`src/rtl/aes_dec_controller.sv`:
```
// Sequencer for the iterative AES-128 decryption datapath: key fetch,
// inverse round steps and InvMixColumns column walk on one state register.
module aes_dec_controller #(
    parameter int NUM_ROUNDS = 10
) (
    input  logic       i_clk,
    input  logic       i_reset,
    input  logic       i_aes_start,
    input  logic       i_key_ready,
    output logic       o_key_start,
    output logic       o_state_ld,
    output logic [2:0] o_op_sel,
    output logic [3:0] o_rkey_idx,
    output logic [1:0] o_mix_col,
    output logic       o_busy,
    output logic       o_aes_done
);

    localparam logic [3:0] LP_ROUNDS = 4'(NUM_ROUNDS);

    localparam logic [2:0] OP_NONE = 3'd0;
    localparam logic [2:0] OP_LOAD = 3'd1;
    localparam logic [2:0] OP_ARK  = 3'd2;
    localparam logic [2:0] OP_ISR  = 3'd3;
    localparam logic [2:0] OP_ISB  = 3'd4;
    localparam logic [2:0] OP_IMC  = 3'd5;

    typedef enum logic [3:0] {
        S_IDLE,
        S_LOAD,
        S_KEY_WAIT,
        S_ARK_INIT,
        S_ISR,
        S_ISB,
        S_ARK,
        S_IMC,
        S_DONE
    } state_t;

    state_t     r_state;
    state_t     w_next;
    logic [3:0] r_rc;
    logic [3:0] w_rc_next;
    logic [1:0] r_cc;
    logic [1:0] w_cc_next;
    logic       w_active;

    always_ff @(posedge i_clk) begin
        if (i_reset) begin
            r_state <= S_IDLE;
            r_rc    <= 4'd0;
            r_cc    <= 2'd0;
        end else begin
            r_state <= w_next;
            r_rc    <= w_rc_next;
            r_cc    <= w_cc_next;
        end
    end

    assign w_active = (r_state != S_IDLE) && (r_state != S_DONE);

    always_comb begin
        w_next      = r_state;
        w_rc_next   = r_rc;
        w_cc_next   = r_cc;
        o_key_start = 1'b0;
        o_state_ld  = 1'b0;
        o_op_sel    = OP_NONE;
        o_rkey_idx  = 4'd0;
        o_mix_col   = 2'd0;
        o_busy      = w_active;
        o_aes_done  = 1'b0;

        unique case (r_state)
            S_IDLE: begin
                if (i_aes_start) w_next = S_LOAD;
            end
            S_LOAD: begin
                o_op_sel    = OP_LOAD;
                o_state_ld  = 1'b1;
                o_key_start = 1'b1;
                w_rc_next   = LP_ROUNDS;
                w_next      = S_KEY_WAIT;
            end
            S_KEY_WAIT: begin
                if (i_key_ready) w_next = S_ARK_INIT;
            end
            S_ARK_INIT: begin
                o_op_sel   = OP_ARK;
                o_rkey_idx = r_rc;
                o_state_ld = 1'b1;
                w_rc_next  = r_rc - 4'd1;
                w_next     = S_ISR;
            end
            S_ISR: begin
                o_op_sel   = OP_ISR;
                o_state_ld = 1'b1;
                w_next     = S_ISB;
            end
            S_ISB: begin
                o_op_sel   = OP_ISB;
                o_state_ld = 1'b1;
                w_next     = S_ARK;
            end
            S_ARK: begin
                o_op_sel   = OP_ARK;
                o_rkey_idx = r_rc;
                o_state_ld = 1'b1;
                if (r_rc == 4'd0) begin
                    w_next = S_DONE;
                end else begin
                    w_cc_next = 2'd0;
                    w_next    = S_IMC;
                end
            end
            S_IMC: begin
                o_op_sel   = OP_IMC;
                o_mix_col  = r_cc;
                o_state_ld = 1'b1;
                w_cc_next  = r_cc + 2'd1;
                if (r_cc == 2'd3) begin
                    w_rc_next = r_rc - 4'd1;
                    w_next    = S_ISR;
                end
            end
            S_DONE: begin
                o_aes_done = 1'b1;
                if (!i_aes_start) w_next = S_IDLE;
            end
            default: begin
                w_next = S_IDLE;
            end
        endcase

        // Software dropping start mid-run abandons it; counters are left
        // alone since LOAD reinitialises them on the next run.
        if (w_active && !i_aes_start) begin
            w_next    = S_IDLE;
            w_rc_next = r_rc;
            w_cc_next = r_cc;
        end
    end

endmodule

```
`config.mk`:
```
export PLATFORM = sky130hd
export DESIGN_NAME = aes_dec_controller
export DESIGN_NICKNAME = d
export VERILOG_FILES = /design/src/rtl/aes_dec_controller.sv
export SDC_FILE = /design/constraint.sdc
export NUM_CORES = 1
export LEC_CHECK = 0
export ABC_AREA = 1
export CAP_MARGIN = 20
export CORE_MARGIN = 4
export CORE_UTILIZATION = 53
export DETAILED_ROUTE_END_ITERATION = 12
export MAX_ROUTING_LAYER = met4
export PLACE_DENSITY = 0.83
export SLEW_MARGIN = 40
export SYNTH_ARGS = -nofsm -noshare
export SYNTH_HDL_FRONTEND = slang
export SYNTH_SLANG_ARGS = --single-unit
export TNS_END_PERCENT = 10
```
`constraint.sdc`:
```
create_clock -name i_clk -period 2.9 [get_ports i_clk]
set_clock_uncertainty 0.1 [all_clocks]
set_input_delay 0.435 -clock i_clk [delete_from_list [all_inputs] [get_ports i_clk]]
set_output_delay 0.435 -clock i_clk [all_outputs]
set_load 0.02 [all_outputs]
```
==> run summary, run 1 <==
Worst Path Buf+Inv: 2
Core ar.: 1350 um^2
Die H: 46.8 um
Post-synth ARST share: 0%
Fmax: 409 MHz
Row count: 13
Largest net degree at the start of global routing: 8
Crit path DAT: 1.91 ns
Critical path depth in cells: 6
Sw frac: 46.6%
Share of the synthesized area in the top cell type: 25.2%
Die ar.: 2190 um^2
NumNets Final: 146
Combinational power share: 57.9%
Critical Path End Type: output pin
Hpwl dp: 1480 um
Synth Instances: 119
Final RePlAce weighted congestion: 0.907
Max VDD drop: 0.445 mV
Yosys warns: 0
PortBufs: 16
Global Route Usage Sum: 21.4%
FF-to-FF path depth: 5
Sequential share of power: 26.0%
DRT iter0 DRCs: 23
Total power draw: 0.816 mW
Number of buffers created by CTS: 3
Antenna violations before repair: 0
WP data required: 2.37 ns
Dominant synthesized flop cell: dfxtp_1
Synth-to-layout area growth: 27.0%
CTS tree: done
Setup total negative slack: 0 ns
Max cap viols: 0
Hold Path Sink: r_cc[0]
Min-delay src: r_cc[0]
Reg clk slew, reported paths: 0.08 ns
Vias: 814
Cell taking the most area after synthesis: dfxtp_1
CTS H-tree depth: 1
Sequential area share after synthesis: 25.2%
CP Cell Sequence: inv_2 -> nand2_2 -> nor2_4 -> a21oi_2 -> nand2_1 -> clkdlybuf4s50_1
Initial Util: 58.9%
Worst-Skew Late Latency: 0.27 ns
# hold bufs at CTS: 0
Gr ovfl total: 0
Synth cell count leaders: 25 x nand2_1, 20 x nor2_1, 12 x inv_1, 12 x nand3_1, 10 x dfxtp_1
Layout cell share with drive strength beyond 1: 18.7%
Slew margin rel.: 74.2%
Io pins: 17
EDFF count, synth: 0
Post-synthesis cell area: 796 um^2
Syn Area/Cell: 6.69 um^2
Worst Hold Class: reg -> reg
Top cell family by delay on the critical path: buffers and inverters
Max Root-Sink Buffers: 2
Clock power share: 16.1%
Critical path type: reg -> out
CTS Root Buffer Type: clkbuf_4
Wire per inst: 11.7 um
Power per Cell Area: 807 nW/um^2
Hold Path Stages: 2
First-pass GRT wire length: 3240 um
Final setup fails: 0
DRC Markers: 0
Worst setup SP type: flop
Final Hold Fails: 0
CP max stage cell: dfxtp_1
Sw Pwr: 0.380 mW
# diodes: 0
Int Pwr: 0.436 mW
Final Max Tran Viols: 0
Routed vias/inst: 5.29
DRT antenna net count: 0
Drt total wl: 1810 um
Most common cell in the netlist: nand2_1
Post-cts sizing count: 0
Syn nets: 125
CP peak stage delay: 0.56 ns
Static Leak: 0.504 nW
Die W: 46.8 um
RSZ-0062 raised after global routing: false
First drt pass iteration count: 4
Vias in the first global route: 739
Tcrit/Tclk final: 84.2%
Top cells by area, synth: dfxtp_1 25%, nand2_1 12%, nor2_1 9.4%
DP Area: 975 um^2
Clock sink count: 10
Crit-path max FO: 6
Synth cell types: 26
Flops & latches, synth: 10
Worst Max-Slew Pin Slew: 0.387 ns
Design area: 1010 um^2
Reg-to-reg endpoint: r_cc[1]
Worst r2r src: r_state[1]
Post-CTS setup buffer count: 0
Status: completed
R2R Setup Slk: 1.45 ns
Min Tclk post-route: 2.44 ns
## registers in the layout (all words and copies together), names as in the netlist
signal	count
r_rc	4
r_state	4
r_cc	2
## cell usage in the layout (no fill, tap or decap), types with 2 or more instances in the layout
master	instances
a21oi_1	7
inv_1	12
clkbuf_4	3
nand2_2	4
nand4_1	3
clkdlybuf4s50_1	16
dfxtp_1	10
nand2_4	2
inv_2	4
nand3_1	12
nand2_1	25
nor2_2	4
ha_1	2
nor2_1	20
## logic make-up (layout without fill, tap and decap cells)
group / count (synthesis) / after routing / share of synthesized area, %
simple gates: 77 / 77 / 52.2
buf+inv: 18 / 38 / 9.12
compound gates: 11 / 11 / 9.28
fa+ha+maj: 2 / 2 / 3.14
flops: 10 / 10 / 25.2
xor+xnor: 1 / 1 / 1.10
## power by group through the flow
stage | logic (mW) | registers (mW) | clock network [mW]
global route | 0.529 | 0.216 | 0.137
CTS | 0.474 | 0.212 | 0.132
finish | 0.472 | 0.212 | 0.132
global placement | 0.460 | 0.214 | 0
floorplan | 0.344 | 0.209 | 0
detailed placement | 0.472 | 0.215 | 0
## per-stage QoR
| stage | cells | hold WS [ns] | setup slack, ns | utilization [%] |
|---|---|---|---|---|
| 5_1_grt | 154 | 0.467 | 0.310 | 74.9 |
| 4_1_cts | 154 | 0.440 | 0.468 | 74.9 |
| 3_3_place_gp | 150 | 0.400 | 0.803 | 72.2 |
| 6_report | 154 | 0.440 | 0.457 | 74.9 |
| 3_5_place_dp | 150 | 0.423 | 0.773 | 72.2 |
| 2_1_floorplan | 119 | 0.377 | 1.07 | - |
## worst min-delay path, stage by stage, from the launching register on
cell     delay (ns)
dfxtp_1        0.33
a21oi_1        0.12
nor2_1         0.05
## worst max path at each step
stage                     from           to  slack (ns)
floorplan           r_state[3]   o_aes_done        1.07
global placement    r_state[3]  o_op_sel[1]        0.80
detailed placement  r_state[3]  o_op_sel[1]        0.77
CTS                 r_state[3]  o_op_sel[1]        0.47
global route        r_state[3]  o_op_sel[1]        0.31
finish              r_state[3]  o_op_sel[1]        0.46
## final cells by class
type | count | area (um^2)
clock buffers | 4 | 36.3
fillers | 107 | 339
inverters | 18 | 72.6
multi-input cells | 91 | 523
flip-flops and latches | 10 | 200
well taps | 15 | 18.8
repair buffers | 16 | 160
## layer usage
layer | vias up | global-route usage [%] | routed length (um) | share of wire, %
met1 | 359 | 26.0 | 846 | 47
li1 | 425 | - | - | -
met3 | 6 | 2.68 | 99 | 5.5
met4 | 0 | 9.94 | 36 | 2.0
met5 | - | - | 0 | 0
met2 | 24 | 34.9 | 823 | 46
Power figures use the tool's default switching activity.
==> run 2, diff against run 1 <==
CORE_UTILIZATION = 44   (was 53)
PLACE_DENSITY = 0.73   (was 0.83)
clock period = 1.95 ns   (was 2.9 ns; I/O delays follow)
==> run 2 against run 1 <==
  * Sequential share of layout area fell by 0.72 points
  * Critical path depth fell by 1
  * Clock-buffer cell count did not move
  * Setup slack got worse by 0.38 ns
  * Cell count rose by 10%
  * Non-clock buffer count rose by 6
  * First-iteration DRC count fell by 61%
  * Combinational power rose by 47%
  * Largest power group unchanged
==> run summary, run 2 (synthesized netlist as in run 1, its figures left out) <==
Layout cell share with drive strength beyond 1: 24.1% (was 18.7%)
Post-CTS setup buffer count: 0 (unchanged)
Min Tclk post-route: 1.87 ns
Reg clk slew, reported paths: 0.06 ns (was 0.08 ns)
Fmax: 535 MHz
Wire per inst: 11.0 um (was 11.7 um)
Io pins: 17 (unchanged)
Core ar.: 1730 um^2 (was 1350 um^2)
Sequential share of power: 26.9% (was 26.0%)
Global Route Usage Sum: 15.9% (was 21.4%)
CTS H-tree depth: 1 (unchanged)
Vias in the first global route: 737 (was 739)
Routed vias/inst: 4.67 (was 5.29)
Worst Hold Class: reg -> reg (unchanged)
# diodes: 0 (unchanged)
Worst Max-Slew Pin Slew: 0.284 ns (was 0.387 ns)
Hold Path Sink: r_cc[1] (was r_cc[0])
Worst Path Buf+Inv: 1 (was 2)
Clock sink count: 10 (unchanged)
Final std cells w/o fill: 170 (was 154)
Die H: 50.5 um (was 46.8 um)
FF-to-FF path depth: 7 (was 5)
CP Cell Sequence: nand2_2 -> nor2_4 -> a21oi_4 -> nor2_1 -> dlygate4sd2_1 (was inv_2 -> nand2_2 -> nor2_4 -> a21oi_2 -> nand2_1 -> clkdlybuf4s50_1)
Max Root-Sink Buffers: 2 (unchanged)
Final RePlAce weighted congestion: 0.939 (was 0.907)
CP peak stage delay: 0.45 ns (was 0.56 ns)
First drt pass iteration count: 4 (unchanged)
Critical path type: reg -> out (unchanged)
Int Pwr: 0.642 mW (was 0.436 mW)
Max cap viols: 0 (unchanged)
CTS Root Buffer Type: clkbuf_4 (unchanged)
DRT antenna net count: 0 (unchanged)
Max VDD drop: 0.623 mV (was 0.445 mV)
Top cell family by delay on the critical path: flip-flops (was buffers and inverters)
DRC Markers: 0 (unchanged)
Synth-to-layout area growth: 34.3% (was 27.0%)
Row count: 15 (was 13)
WP data required: 1.56 ns (was 2.37 ns)
First-pass GRT wire length: 3010 um (was 3240 um)
Reg-to-reg endpoint: r_rc[0] (was r_cc[1])
Critical Path End Type: output pin (unchanged)
Sw Pwr: 0.557 mW (was 0.380 mW)
Filler cell count: 175 (was 107)
Largest net degree at the start of global routing: 8 (unchanged)
Crit-path max FO: 7 (was 6)
Worst setup SP type: flop (unchanged)
DRT iter0 DRCs: 9 (was 23)
Initial Util: 46.1% (was 58.9%)
Tcrit/Tclk final: 95.8%
Slew margin rel.: 81.0% (was 74.2%)
R2R Setup Slk: 0.52 ns (was 1.45 ns)
Status: completed (unchanged)
Gr ovfl total: 0 (unchanged)
Pre-CTS WS: 0.0109 ns (was 0.773 ns)
Sequential cell area: 204 um^2 (was 200 um^2)
Die ar.: 2550 um^2 (was 2190 um^2)
Final setup fails: 0 (unchanged)
Min-delay src: r_cc[1] (was r_cc[0])
PortBufs: 16 (unchanged)
CTS tree: done (unchanged)
Antenna violations before repair: 0 (unchanged)
Setup total negative slack: 0 ns (unchanged)
Worst r2r src: r_state[2] (was r_state[1])
Final worst slack: 0.0816 ns (was 0.457 ns)
Design area: 1070 um^2 (was 1010 um^2)
Most frequent cells in the layout: 25 x nand2_1, 20 x nor2_1, 12 x inv_1, 12 x nand3_1, 11 x dlygate4sd2_1 (was 25 x nand2_1, 20 x nor2_1, 16 x clkdlybuf4s50_1, 12 x inv_1, 12 x nand3_1)
Final Max Tran Viols: 0 (unchanged)
Combinational power share: 57.7% (was 57.9%)
Static Leak: 0.603 nW (was 0.504 nW)
Final core utilization: 61.9% (was 74.9%)
CP max stage cell: dfxtp_2 (was dfxtp_1)
Sw frac: 46.5% (was 46.6%)
Hpwl dp: 1500 um (was 1480 um)
DP Area: 1030 um^2 (was 975 um^2)
Commonest non-fill, non-tap cell in the layout: nand2_1 (unchanged)
Die W: 50.5 um (was 46.8 um)
Hold Path Stages: 2 (unchanged)
Drt total wl: 1870 um (was 1810 um)
Vias: 794 (was 814)
Clock power share: 15.4% (was 16.1%)
Multi-input logic area: 531 um^2 (was 523 um^2)
Critical Path Start: r_state[1] (was r_state[3])
Crit path DAT: 1.48 ns (was 1.91 ns)
NumNets Final: 152 (was 146)
# hold bufs at CTS: 0 (unchanged)
Number of buffers created by CTS: 3 (unchanged)
Largest regs: r_rc x4, r_state x4, r_cc x2 (unchanged)
Final Hold Fails: 0 (unchanged)
Dpl cells: 166 (was 150)
Worst-Skew Late Latency: 0.27 ns (about the same)
Power per Cell Area: 1120 nW/um^2 (was 807 nW/um^2)
[run 2: cell types whose count changed in the layout (fill, tap and decap cells not counted)]
cell / delta
dlygate4sd2_1: +11
dfxtp_2: +3
buf_4: +6
clkdlybuf4s15_1: +1
a21oi_2: -1
dfxtp_1: -3
dlymetal6s2s_1: +1
clkdlybuf4s50_1: -13
a21oi_4: +1
[run 2: power by group through the flow]
stage          combinational (mW)  sequential (mW)  clock [mW]
2_1_floorplan               0.511            0.310           0
3_3_place_gp                0.709            0.318           0
3_5_place_dp                0.720            0.322           0
4_1_cts                     0.694            0.321       0.185
5_1_grt                     0.764            0.332       0.196
6_report                    0.692            0.322       0.185
[run 2: how the worst max path moves through the flow]
stage | end | slack (ns) | cells after the start
floorplan | o_aes_done | 0.26 | 2
global placement | o_rkey_idx[0] | 0.01 | 5
detailed placement | o_rkey_idx[2] | 0.01 | 5
CTS | o_busy | 0.02 | 3
global route | o_rkey_idx[2] | -0.01 | 5
finish | o_rkey_idx[2] | 0.08 | 5
[run 2: layout make-up]
| cell class | instances | share of cell area (%) |
|---|---|---|
| sequential | 10 | 19.1 |
| multi-input combinational | 91 | 49.6 |
| tap | 25 | 2.93 |
| clock buffer | 4 | 3.40 |
| inverter | 18 | 6.79 |
| timing repair buffer | 22 | 18.1 |
[run 2: through the flow]
| stage | total power [mW] | hold WS (ns) |
|---|---|---|
| CTS | 1.20 | 0.431 |
| finish | 1.20 | 0.429 |
| global placement | 1.03 | 0.398 |
| detailed placement | 1.04 | 0.420 |
| floorplan | 0.821 | 0.259 |
| global route | 1.29 | 0.456 |
[run 2: per-layer routing]
metal | share of wire [%] | vias to the layer above | GRT usage, %
met4 | 1.7 | 0 | 6.73
met3 | 3.9 | 5 | 2.08
met1 | 45 | 337 | 17.2
li1 | - | 435 | -
met2 | 49 | 17 | 28.9
met5 | 0 | - | -
[run 2: timing repair]
| item | in CTS | in global routing |
|---|---|---|
| resized for setup | 14 | 4 |
| setup endpoints to repair | 13 | 6 |
| cloned | 0 | 0 |
[run 2: worst reg2reg max path: stages (launching register included)]
cell     delay, ns
dfxtp_1       0.35
inv_2         0.15
nand2_1       0.10
buf_4         0.15
o21ai_4       0.15
nand3_4       0.13
a21oi_1       0.14
nor2_1        0.05
==> run 3, diff against run 2 <==
CTS_CLUSTER_DIAMETER = 120   (was not set)
SETUP_SLACK_MARGIN = 0.05   (was not set)
==> run 3 against run 2 <==
  * Cell count unchanged
  * Via count fell by 0.63%
  * Routed wire length fell by 1.2%
  * Critical endpoint is now o_rkey_idx[1]
  * Largest power group unchanged
  * Critical path depth unchanged
  * Worst hold slack barely moved
  * First-iteration DRC count decreased by 11%
==> run summary, run 3 (synthesized netlist as in run 1, its figures left out) <==
Drt total wl: 1850 um (was 1870 um)
Max VDD drop: 0.621 mV (was 0.623 mV)
Commonest non-fill, non-tap cell in the layout: nand2_1 (unchanged)
Multi-input logic area: 531 um^2 (unchanged)
Worst Hold Class: reg -> reg (unchanged)
Number of buffers created by CTS: 3 (unchanged)
Hold Path Sink: r_cc[1] (unchanged)
Crit path DAT: 1.46 ns (was 1.48 ns)
Crit-path max FO: 7 (unchanged)
Most frequent cells in the layout: 25 x nand2_1, 20 x nor2_1, 12 x inv_1, 12 x nand3_1, 11 x dlygate4sd2_1 (unchanged)
Power per Cell Area: 1120 nW/um^2 (about the same)
Largest regs: r_rc x4, r_state x4, r_cc x2 (unchanged)
Wire per inst: 10.9 um (was 11.0 um)
Hpwl dp: 1500 um (unchanged)
Vias: 789 (was 794)
Pre-CTS WS: 0.0109 ns (unchanged)
PortBufs: 16 (unchanged)
First drt pass iteration count: 5 (was 4)
Critical path type: reg -> out (unchanged)
First-pass GRT wire length: 3010 um (unchanged)
Static Leak: 0.589 nW (was 0.603 nW)
Final Max Tran Viols: 0 (unchanged)
DRC Markers: 0 (unchanged)
Vias in the first global route: 737 (unchanged)
Worst setup SP type: flop (unchanged)
# diodes: 0 (unchanged)
Routed vias/inst: 4.64 (was 4.67)
Reg-to-reg endpoint: r_rc[0] (unchanged)
Largest net degree at the start of global routing: 8 (unchanged)
Io pins: 17 (unchanged)
CTS Root Buffer Type: clkbuf_4 (unchanged)
Final worst slack: 0.0929 ns (was 0.0816 ns)
RSZ-0062 raised after global routing: true
Core ar.: 1730 um^2 (unchanged)
CTS H-tree depth: 1 (unchanged)
NumNets Final: 152 (unchanged)
FF-to-FF path depth: 7 (unchanged)
Initial Util: 46.1% (unchanged)
Die W: 50.5 um (unchanged)
Hold Path Stages: 2 (unchanged)
Global Route Usage Sum: 15.9% (unchanged)
# hold bufs at CTS: 0 (unchanged)
Worst Max-Slew Pin Slew: 0.284 ns (about the same)
Gr ovfl total: 0 (unchanged)
Sequential cell area: 206 um^2 (was 204 um^2)
Layout cell share with drive strength beyond 1: 24.8% (was 24.1%)
Reg clk slew, reported paths: 0.06 ns (about the same)
Final RePlAce weighted congestion: 0.939 (unchanged)
WP data required: 1.56 ns (about the same)
CTS tree: done (unchanged)
Antenna violations before repair: 0 (unchanged)
Status: completed (unchanged)
Final std cells w/o fill: 170 (unchanged)
Row count: 15 (unchanged)
Max Root-Sink Buffers: 2 (unchanged)
Final Hold Fails: 0 (unchanged)
Min-delay src: r_cc[1] (unchanged)
Clock sink count: 10 (unchanged)
Die H: 50.5 um (unchanged)
Filler cell count: 173 (was 175)
R2R Setup Slk: 0.52 ns (about the same)
Tcrit/Tclk final: 95.2% (was 95.8%)
Max cap viols: 0 (unchanged)
Synth-to-layout area growth: 33.6% (was 34.3%)
Slew margin rel.: 81.0% (about the same)
Critical Path End Type: output pin (unchanged)
Worst-Skew Late Latency: 0.27 ns (about the same)
Final setup fails: 0 (unchanged)
Fmax: 538 MHz (was 535 MHz)
Dpl cells: 166 (unchanged)
Total power draw: 1.19 mW (was 1.20 mW)
DRT iter0 DRCs: 8 (was 9)
Worst r2r src: r_state[2] (unchanged)
Setup total negative slack: 0 ns (unchanged)
Post-CTS setup buffer count: 0 (unchanged)
Min Tclk post-route: 1.86 ns (was 1.87 ns)
Die ar.: 2550 um^2 (unchanged)
DRT antenna net count: 0 (unchanged)
==> run 3: cell count changes in the layout (fill, tap and decap cells not counted) <==
cell / before / now
dlymetal6s2s_1: 1 / 0
dfxtp_2: 3 / 2
clkbuf_2: 0 / 1
dfxtp_4: 0 / 1
==> run 3: metrics by stage <==
stage	area, um^2	hold slack [ns]	util [%]
floorplan	796	0.259	-
global placement	1030	0.398	59.8
detailed placement	1030	0.420	59.8
CTS	1050	0.431	61.1
global route	1060	0.456	61.6
finish	1060	0.429	61.6
==> run 3: worst max-delay path by stage <==
stage                          start       endpoint  slack [ns]  cells past startpoint
after floorplan           r_state[3]     o_aes_done        0.26                      2
after global placement    r_state[1]  o_rkey_idx[0]        0.01                      5
after detailed placement  r_state[1]  o_rkey_idx[2]        0.01                      5
after CTS                 r_state[3]    o_op_sel[1]        0.06                      6
after global routing      r_state[1]  o_rkey_idx[1]        0.01                      5
final                     r_state[1]  o_rkey_idx[1]        0.09                      5
==> run 3: timing repair <==
| action | in CTS | in global routing |
|---|---|---|
| endpoints found under the setup margin | 13 | 6 |
| pin swaps | 0 | 0 |
| resized for setup | 15 | 6 |
==> run 3: area by class of cell <==
type	count	share of cell area, %
Clock buffer	4	3.41
Timing Repair Buffer	22	17.5
Sequential cell	10	19.4
Inverter	18	6.82
Tap cell	25	2.94
Multi-Input combinational cell	91	49.9
==> run 3: critical path, cell delays in order, from the launching register on <==
cell and delay, ns:
dfxtp_2 0.44, nand2_2 0.11, nor2_4 0.15, a21oi_4 0.06, nor2_1 0.10, dlygate4sd2_1 0.34
==> run 3: per-layer routing <==
| metal | up-vias | track usage (%) | wire, um |
|---|---|---|---|
| met5 | - | - | 0 |
| met4 | 0 | 6.73 | 31 |
| met3 | 5 | 2.08 | 69 |
| met2 | 15 | 28.9 | 921 |
| met1 | 333 | 17.2 | 824 |
| li1 | 436 | - | - |
==> run 3: report_power, final <==
part           total, mW  internal, mW  leakage, nW  switching, mW
logic              0.683         0.261        0.485          0.422
clock network      0.184         0.113       0.0210         0.0709
registers          0.325         0.264       0.0831         0.0612
